<file path="src/rtl/mmio_port_bank_if.sv">
// mmio_port_bank_if
//   Load/store bus between the memory controller (master) and a memory-mapped
//   peripheral (slave).
//   address     byte address, word accesses (address[1:0] ignored by slaves)
//   writeData   store data, bus byte lane k = writeData[8k+7:8k]
//   byteEnable  per-lane write enable
//   writeEnable store strobe, one cycle
//   readEnable  load strobe, one cycle
//   hit         slave claims the address (combinational)
//   readData    registered load data, one cycle after readEnable
interface mmio_port_bank_if;
  logic [31:0] address;
  logic [31:0] writeData;
  logic [3:0]  byteEnable;
  logic        writeEnable;
  logic        readEnable;
  logic        hit;
  logic [31:0] readData;

  modport master (
    output address, writeData, byteEnable, writeEnable, readEnable,
    input  hit, readData
  );

  modport slave (
    input  address, writeData, byteEnable, writeEnable, readEnable,
    output hit, readData
  );
endinterface

</file>
<file path="src/rtl/mmio_port_bank.sv">
// mmio_port_bank
//   Memory-mapped GPIO bank: NUM_PORTS 32-bit ports, each with an output
//   register, a direction register, an input synchronizer and rise/fall
//   edge-pending registers (write-1-to-clear). Port n occupies 16 bytes at
//   BASE_ADDRESS + 16n: +0 DATA, +4 DIR, +8 RISE, +C FALL.
//   clock          system clock, rising edge
//   reset          asynchronous, active-high
//   bus            load/store slave port (see mmio_port_bank_if)
//   portInput      external inputs, port n = [32n+31:32n]
//   portOutput     output registers
//   portDirection  direction registers, 1 = drive
//   interrupt      registered OR of every pending edge bit
module mmio_port_bank #(
  parameter int          NUM_PORTS    = 8,
  parameter logic [31:0] BASE_ADDRESS = 32'hFFFFFF00,
  parameter int          SYNC_STAGES  = 2
) (
  input  logic                     clock,
  input  logic                     reset,
  mmio_port_bank_if.slave          bus,
  input  logic [32*NUM_PORTS-1:0]  portInput,
  output logic [32*NUM_PORTS-1:0]  portOutput,
  output logic [32*NUM_PORTS-1:0]  portDirection,
  output logic                     interrupt
);

  localparam int          IDX_W  = (NUM_PORTS > 1) ? $clog2(NUM_PORTS) : 1;
  localparam logic [31:0] WINDOW = 32'(16 * NUM_PORTS);

  // The bus is little-endian by lane, the registers big-endian by byte.
  function automatic logic [31:0] laneSwap(input logic [31:0] v);
    return {v[7:0], v[15:8], v[23:16], v[31:24]};
  endfunction

  // Subtracting first means addresses below the base wrap to huge offsets
  // and the top of the address space never wraps back into the window.
  logic [31:0]      offset;
  logic [IDX_W-1:0] portSel;
  logic [1:0]       regSel;
  logic             writeHit;
  logic [31:0]      wrSwapped;
  logic [31:0]      wrMask;

  assign offset    = bus.address - BASE_ADDRESS;
  assign bus.hit   = offset < WINDOW;
  assign portSel   = offset[4 +: IDX_W];
  assign regSel    = offset[3:2];
  assign writeHit  = bus.writeEnable & bus.hit;
  assign wrSwapped = laneSwap(bus.writeData);
  assign wrMask    = {{8{bus.byteEnable[0]}}, {8{bus.byteEnable[1]}},
                      {8{bus.byteEnable[2]}}, {8{bus.byteEnable[3]}}};

  logic [32*NUM_PORTS-1:0] syncFlat;
  logic [32*NUM_PORTS-1:0] riseFlat;
  logic [32*NUM_PORTS-1:0] fallFlat;

  for (genvar n = 0; n < NUM_PORTS; n++) begin : g_port
    logic [31:0] outReg, dirReg, riseReg, fallReg, delayReg;
    logic [31:0] syncReg [SYNC_STAGES];
    logic        selected;
    logic [31:0] riseSet, fallSet, riseClr, fallClr;

    assign selected = writeHit && (portSel == IDX_W'(n));
    assign riseSet  = syncReg[SYNC_STAGES-1] & ~delayReg;
    assign fallSet  = ~syncReg[SYNC_STAGES-1] & delayReg;
    assign riseClr  = (selected && regSel == 2'd2) ? (wrSwapped & wrMask) : 32'h0;
    assign fallClr  = (selected && regSel == 2'd3) ? (wrSwapped & wrMask) : 32'h0;

    always_ff @(posedge clock or posedge reset) begin
      if (reset) begin
        outReg   <= '0;
        dirReg   <= '0;
        riseReg  <= '0;
        fallReg  <= '0;
        delayReg <= '0;
        for (int s = 0; s < SYNC_STAGES; s++) syncReg[s] <= '0;
      end else begin
        syncReg[0] <= portInput[32*n +: 32];
        for (int s = 1; s < SYNC_STAGES; s++) syncReg[s] <= syncReg[s-1];
        delayReg <= syncReg[SYNC_STAGES-1];
        if (selected && regSel == 2'd0) outReg <= (outReg & ~wrMask) | (wrSwapped & wrMask);
        if (selected && regSel == 2'd1) dirReg <= (dirReg & ~wrMask) | (wrSwapped & wrMask);
        // A new edge in the same cycle as its clear keeps the bit set.
        riseReg <= (riseReg & ~riseClr) | riseSet;
        fallReg <= (fallReg & ~fallClr) | fallSet;
      end
    end

    assign portOutput[32*n +: 32]    = outReg;
    assign portDirection[32*n +: 32] = dirReg;
    assign syncFlat[32*n +: 32]      = syncReg[SYNC_STAGES-1];
    assign riseFlat[32*n +: 32]      = riseReg;
    assign fallFlat[32*n +: 32]      = fallReg;
  end

  logic [31:0] regWord;

  always_comb begin
    regWord = '0;
    case (regSel)
      2'd0:    regWord = syncFlat[{portSel, 5'b0} +: 32];
      2'd1:    regWord = portDirection[{portSel, 5'b0} +: 32];
      2'd2:    regWord = riseFlat[{portSel, 5'b0} +: 32];
      default: regWord = fallFlat[{portSel, 5'b0} +: 32];
    endcase
  end

  always_ff @(posedge clock or posedge reset) begin
    if (reset) begin
      bus.readData <= '0;
      interrupt    <= 1'b0;
    end else begin
      if (bus.readEnable && bus.hit) bus.readData <= laneSwap(regWord);
      interrupt <= |riseFlat | |fallFlat;
    end
  end

endmodule
</file>
<file path="src/flat_wrapper.sv">
// flat-port wrapper written by rule: the top's interface ports become plain ports
module mmio_port_bank_flat 
#(
  parameter int          NUM_PORTS    = 8,
  parameter logic [31:0] BASE_ADDRESS = 32'hFFFFFF00,
  parameter int          SYNC_STAGES  = 2
)
  (clock, reset, portInput, portOutput, portDirection, interrupt, bus_address, bus_writeData, bus_byteEnable, bus_writeEnable, bus_readEnable, bus_hit, bus_readData);
  mmio_port_bank_if bus_i ();
  input  logic clock;
  input  logic reset;
  input  logic [32*NUM_PORTS-1:0] portInput;
  output logic [32*NUM_PORTS-1:0] portOutput;
  output logic [32*NUM_PORTS-1:0] portDirection;
  output logic interrupt;
  input wire logic [$bits(bus_i.address)-1:0] bus_address;
  input wire logic [$bits(bus_i.writeData)-1:0] bus_writeData;
  input wire logic [$bits(bus_i.byteEnable)-1:0] bus_byteEnable;
  input wire logic [$bits(bus_i.writeEnable)-1:0] bus_writeEnable;
  input wire logic [$bits(bus_i.readEnable)-1:0] bus_readEnable;
  output wire logic [$bits(bus_i.hit)-1:0] bus_hit;
  output wire logic [$bits(bus_i.readData)-1:0] bus_readData;
  assign bus_i.address = bus_address;
  assign bus_i.writeData = bus_writeData;
  assign bus_i.byteEnable = bus_byteEnable;
  assign bus_i.writeEnable = bus_writeEnable;
  assign bus_i.readEnable = bus_readEnable;
  assign bus_hit = bus_i.hit;
  assign bus_readData = bus_i.readData;
  mmio_port_bank #(.NUM_PORTS(NUM_PORTS), .BASE_ADDRESS(BASE_ADDRESS), .SYNC_STAGES(SYNC_STAGES)) u_core (.clock(clock), .reset(reset), .bus(bus_i), .portInput(portInput), .portOutput(portOutput), .portDirection(portDirection), .interrupt(interrupt));
endmodule
</file>
<file path="config.mk">
export PLATFORM = sky130hd
export DESIGN_NAME = mmio_port_bank_flat
export DESIGN_NICKNAME = d
export VERILOG_FILES = /design/src/rtl/mmio_port_bank_if.sv /design/src/rtl/mmio_port_bank.sv /design/src/flat_wrapper.sv
export SDC_FILE = /design/constraint.sdc
export NUM_CORES = 2
export LEC_CHECK = 0
export ABC_AREA = 0
export BUFFER_PORTS_ARGS = -buffer_cell sky130_fd_sc_hd__clkbuf_2
export CAP_MARGIN = 10
export CORE_ASPECT_RATIO = 1.5
export CORE_MARGIN = 2
export CORE_UTILIZATION = 58
export DETAILED_ROUTE_END_ITERATION = 16
export PLACE_DENSITY = 0.8
export SKIP_LAST_GASP = 1
export SLEW_MARGIN = 10
export SYNTH_ARGS = -nofsm -noshare
export SYNTH_HDL_FRONTEND = slang
export SYNTH_SLANG_ARGS = --single-unit
</file>
<file path="constraint.sdc">
create_clock -name clock -period 62.1 [get_ports clock]
set_input_delay 0 -clock clock [delete_from_list [all_inputs] [get_ports clock]]
set_output_delay 0 -clock clock [all_outputs]
set_load 0.005 [all_outputs]
</file>
=== Word level (Yosys, flattened, before mapping) ===
Index checks and enable logic that the tools add are counted.

* $add $sub $neg: 1
* Magnitude comparators: 1
* Equal/unequal tests: 10
* Shift-type cells: 4
* Muxes and demuxes: 17
* Bitwise gates (word level): 116
* Reductions and logical operators: 45

{| class="wikitable"
|+ Operator list
! kind !! number
|-
| $and 32x32->32 || 49
|-
| $not 32->32 || 33
|-
| $or 32x32->32 || 32
|-
| $shiftx 256x9->32 || 4
|-
| $mux 32 || 16
|-
| $reduce_or 256->1 || 2
|-
| $pmux 32 s3 || 1
|-
| $logic_and 1x1->1 || 41
|-
| $lt 32x8->1 const B || 1
|-
| $sub 32x32->32 const B || 1
|-
| $eq 3x3->1 const B || 4
|-
| $eq 3x2->1 const B || 2
|-
| $eq 2x2->1 const B || 2
|-
| $eq 3x1->1 const B || 1
|-
| $logic_not 3->1 || 1
|-
| $eq 2x1->1 const B || 1
|-
| $logic_not 2->1 || 1
|-
| $and 1x1->1 || 1
|-
| $or 1x1->1 || 1
|}

* Register bits after elaboration: 1,825
* Input port bits: 328
* Output and inout port bits: 546
* Word-level logic and storage cells: 252

=== Longest topological paths before layout ===
* Depth in word-level cells: 9
* Mapped depth: 10
* Gate-level depth less buffers: 5

=== Worst setup path after synthesis ===
OpenSTA, ideal clock, no wires.

* Path type: input port to flip-flop
* From: input bus_address[7]
* To: register with a tool-made name
* Setup time: 125 ps
* Arrival: 1,832 ps
* Required time: 61,975 ps
* Setup slack: 60,143 ps
* Stages: 7
* Cells stage by stage: nand4b_1 nor4_4 buf_6 nand3_4 buf_6 nor3_4 mux2_4

{| class="wikitable"
|+ RTL lines
! item !! line !! text
|-
| start, declared || flat_wrapper.sv:16 || <nowiki>input wire logic [$bits(bus_i.address)-1:0] bus_address;</nowiki>
|}

==> impl_metrics.toml <==
[outcome]
status = "finished clean"

[worst_setup_path]
crit_fanout = 160
start_kind = "input pin"
arrival_ns = 6.11
crit_type = "input pin to async pin"
cp-end-kind = "async pin"
required_ns = 62.86

[finish]
fin_area_sq_mm = 0.08602
instances_no_fill = 8105
seq_area_sq_mm = 0.04567
post-route-util = 0.7248
drive_above_1_share = 0.3113
fill_cells = 7160
syn_to_final_growth_pct = 24.11
nets = 6737
multi_input_area_sq_mm = 0.02077

[yosys]
synthCells = 4990
synth.avg_cell_area_sq_um = 13.89
netlist_area_sq_mm = 0.06931
ys_async_sr_fraction = 1.000
synth_edf_count = 0
ys_ff_latch = 1825
dominantRegCellSynth = "dfrtp_1"
synth_cell_types = 40
ys_warn_count = 0
ys_seq_area_frac = 0.6589
synth_nets = 5318

[placed_design]
gp_congestion = 0.9336
portBuffers = 871
place_hpwl_mm = 153.0
dpl-instance-area_sq_mm = 0.07526
dp.cells = 7258

[route]
drcViolationCount = 0
drt-wirelength-per-cell_um = 31.53
drt-pass1-iter-count = 6
routed_via_density = 6.535
antenna_left = 0
routed_wirelength_mm = 255.5
drt_iter0_drc = 6520
vias = 52963

[sta]
rsz0062_at_grt = "no"
setup_viol = 0
fmax_mhz = 186.7
fin_skew_ns = 0.03277
min_period_ns = 5.355
slew_headroom = 0.05886
drv_slew = 0
post-route-period-util = 0.08623
fin_tns_setup_ns = 0
worst_pin_slew_ns = 1.399
hold_viol_final = 0

[global_routing]
grt_pass1_wl_mm = 369.1
grt_pass1_vias = 55538
grt_usage = 0.4212
grt_max_degree = 197
gr-total-overflow = 0
antenna_found_initial = 11

[flow_run]
cap_violations = 0

[floorplan]
die_h_um = 427.4
start_util = 0.5840
core-area_sq_mm = 0.1187
row_count = 155
io_pins = 874
die_area_sq_mm = 0.1223
dieWidth_um = 286.3

[pwr]
power_mw = 2.374
powerDensity_mw_per_mm2 = 27.60
p_leak_nw = 39.08
ir_worst_vdd_v = 0.00003222

[cts]
clock_sinks = 1825
cts_root_buffer = "clkbuf_16"
cts_tree = "done"
clk_latency_ns = 0.80
cts_buffers = 160
clk_pin_slew_worst_paths_ns = 0.06
cts_htree_levels = 4
cts_setup_buffers = 0
cts.path.max_buffers = 3
postCtsResizedCells = 0

[hold_path]
hold_path.class = "input pin to register"
## layout make-up
type / count / area share
sequential: 1825 / 0.5309
multi-input combinational: 2413 / 0.2415
timing repair buffer: 1496 / 0.1227
clock buffer: 242 / 0.05495
tap: 1570 / 0.02284
inverter: 513 / 0.02247
clock inverter: 41 / 0.004509
antenna: 5 / 0.0001455
## power by group
group	internal, mW	total, mW	switching, mW
registers	1.21	1.24	0.0219
logic	0.0564	0.135	0.0791
clock network	0.547	1.00	0.456
## per-layer routing
metal | up-vias | share of wire | GRT usage
li1 | 20639 | - | -
met4 | 2 | 0.094 | 0.3157
met3 | 1299 | 0.12 | 0.1419
met2 | 4289 | 0.46 | 0.6464
met5 | - | 0.000051 | 0
met1 | 26734 | 0.33 | 0.4947
## synth_stat cells, types with 9 or more instances
| library cell | instances | area [sq um] |
|---|---|---|
| buf_2 | 33 | 165.2 |
| inv_1 | 513 | 1926 |
| clkbuf_1 | 180 | 675.7 |
| nand3_1 | 100 | 500.5 |
| o21ai_0 | 1056 | 5285 |
| mux2_4 | 16 | 240.2 |
| mux4_2 | 256 | 5766 |
| or4_1 | 27 | 202.7 |
| nand4_1 | 52 | 325.3 |
| buf_4 | 9 | 67.56 |
| mux2_2 | 493 | 5552 |
| nor2_2 | 40 | 250.2 |
| nor4_1 | 136 | 850.8 |
| o22ai_1 | 123 | 769.5 |
| buf_1 | 11 | 41.29 |
| dfrtp_1 | 1825 | 45670 |
| nor3_4 | 23 | 374.1 |
| nand2_1 | 38 | 142.6 |
## timing repair
item,CTS,global route
endpoints found under the setup margin,0,0
hold endpoints to repair,1104,0
hold buffers,558,0
## cells by family (layout without fill, tap and decap cells)
logic type,Yosys count,in the layout,synth area share
other,0,5,0
xor gates and xnor gates,1,1,0.0001264
and+or+nand+nor,460,460,0.04325
muxes,769,769,0.1674
DFF,1825,1825,0.6589
buffers and inverters,752,2292,0.04246
AOI/OAI and AO/OA,1183,1183,0.08786
## critical path: stages
cell and delay, ns:
dlygate4sd3_1 0.53, clkbuf_2 0.10, dlygate4sd3_1 0.62, inv_8 0.61, buf_6 0.70, buf_12 0.69, buf_4 0.82, buf_4 0.83
buf_4 0.95
## through the flow
stage / hold slack (ns) / setup slack [ns]
after detailed placement: 0.1096 / 56.61
final: 0.05334 / 56.75
after global placement: 0.1086 / 56.74
after CTS: 0.004730 / 56.28
after floorplan: 0.03143 / 10.57
after global routing: 0.09986 / 55.85
## path summary, 6_finish.rpt
check,cells past startpoint,from,slack (ns),endpoint
setup / recovery,9,reset,56.75,u_core.g_port[3].syncReg[27]
hold / removal,6,bus_address[18],0.05,u_core.g_port[5].riseReg[31]
setup reg to reg,5,u_core.g_port[7].fallReg[6],58.38,u_core.interrupt
hold reg to reg,0,u_core.g_port[3].syncReg[51],0.35,u_core.g_port[3].syncReg[19]
max in group clock,8,bus_address[16],57.87,register
min in group asynchronous,4,reset,0.55,u_core.g_port[1].syncReg[13]
## layout by cell type (no fill, tap or decap), types with 52 or more instances in the layout
cell type	synthesis	final
nor4_1	136	135
inv_1	513	512
mux4_2	256	256
clkbuf_16	0	164
o21ai_0	1056	1056
o22ai_1	123	123
dfrtp_1	1825	1825
dlygate4sd3_1	0	558
clkbuf_2	0	869
buf_4	9	60
nand3_1	100	98
mux2_2	493	493
nand4_1	52	52
No activity file was read; power rests on OpenSTA's default activity.
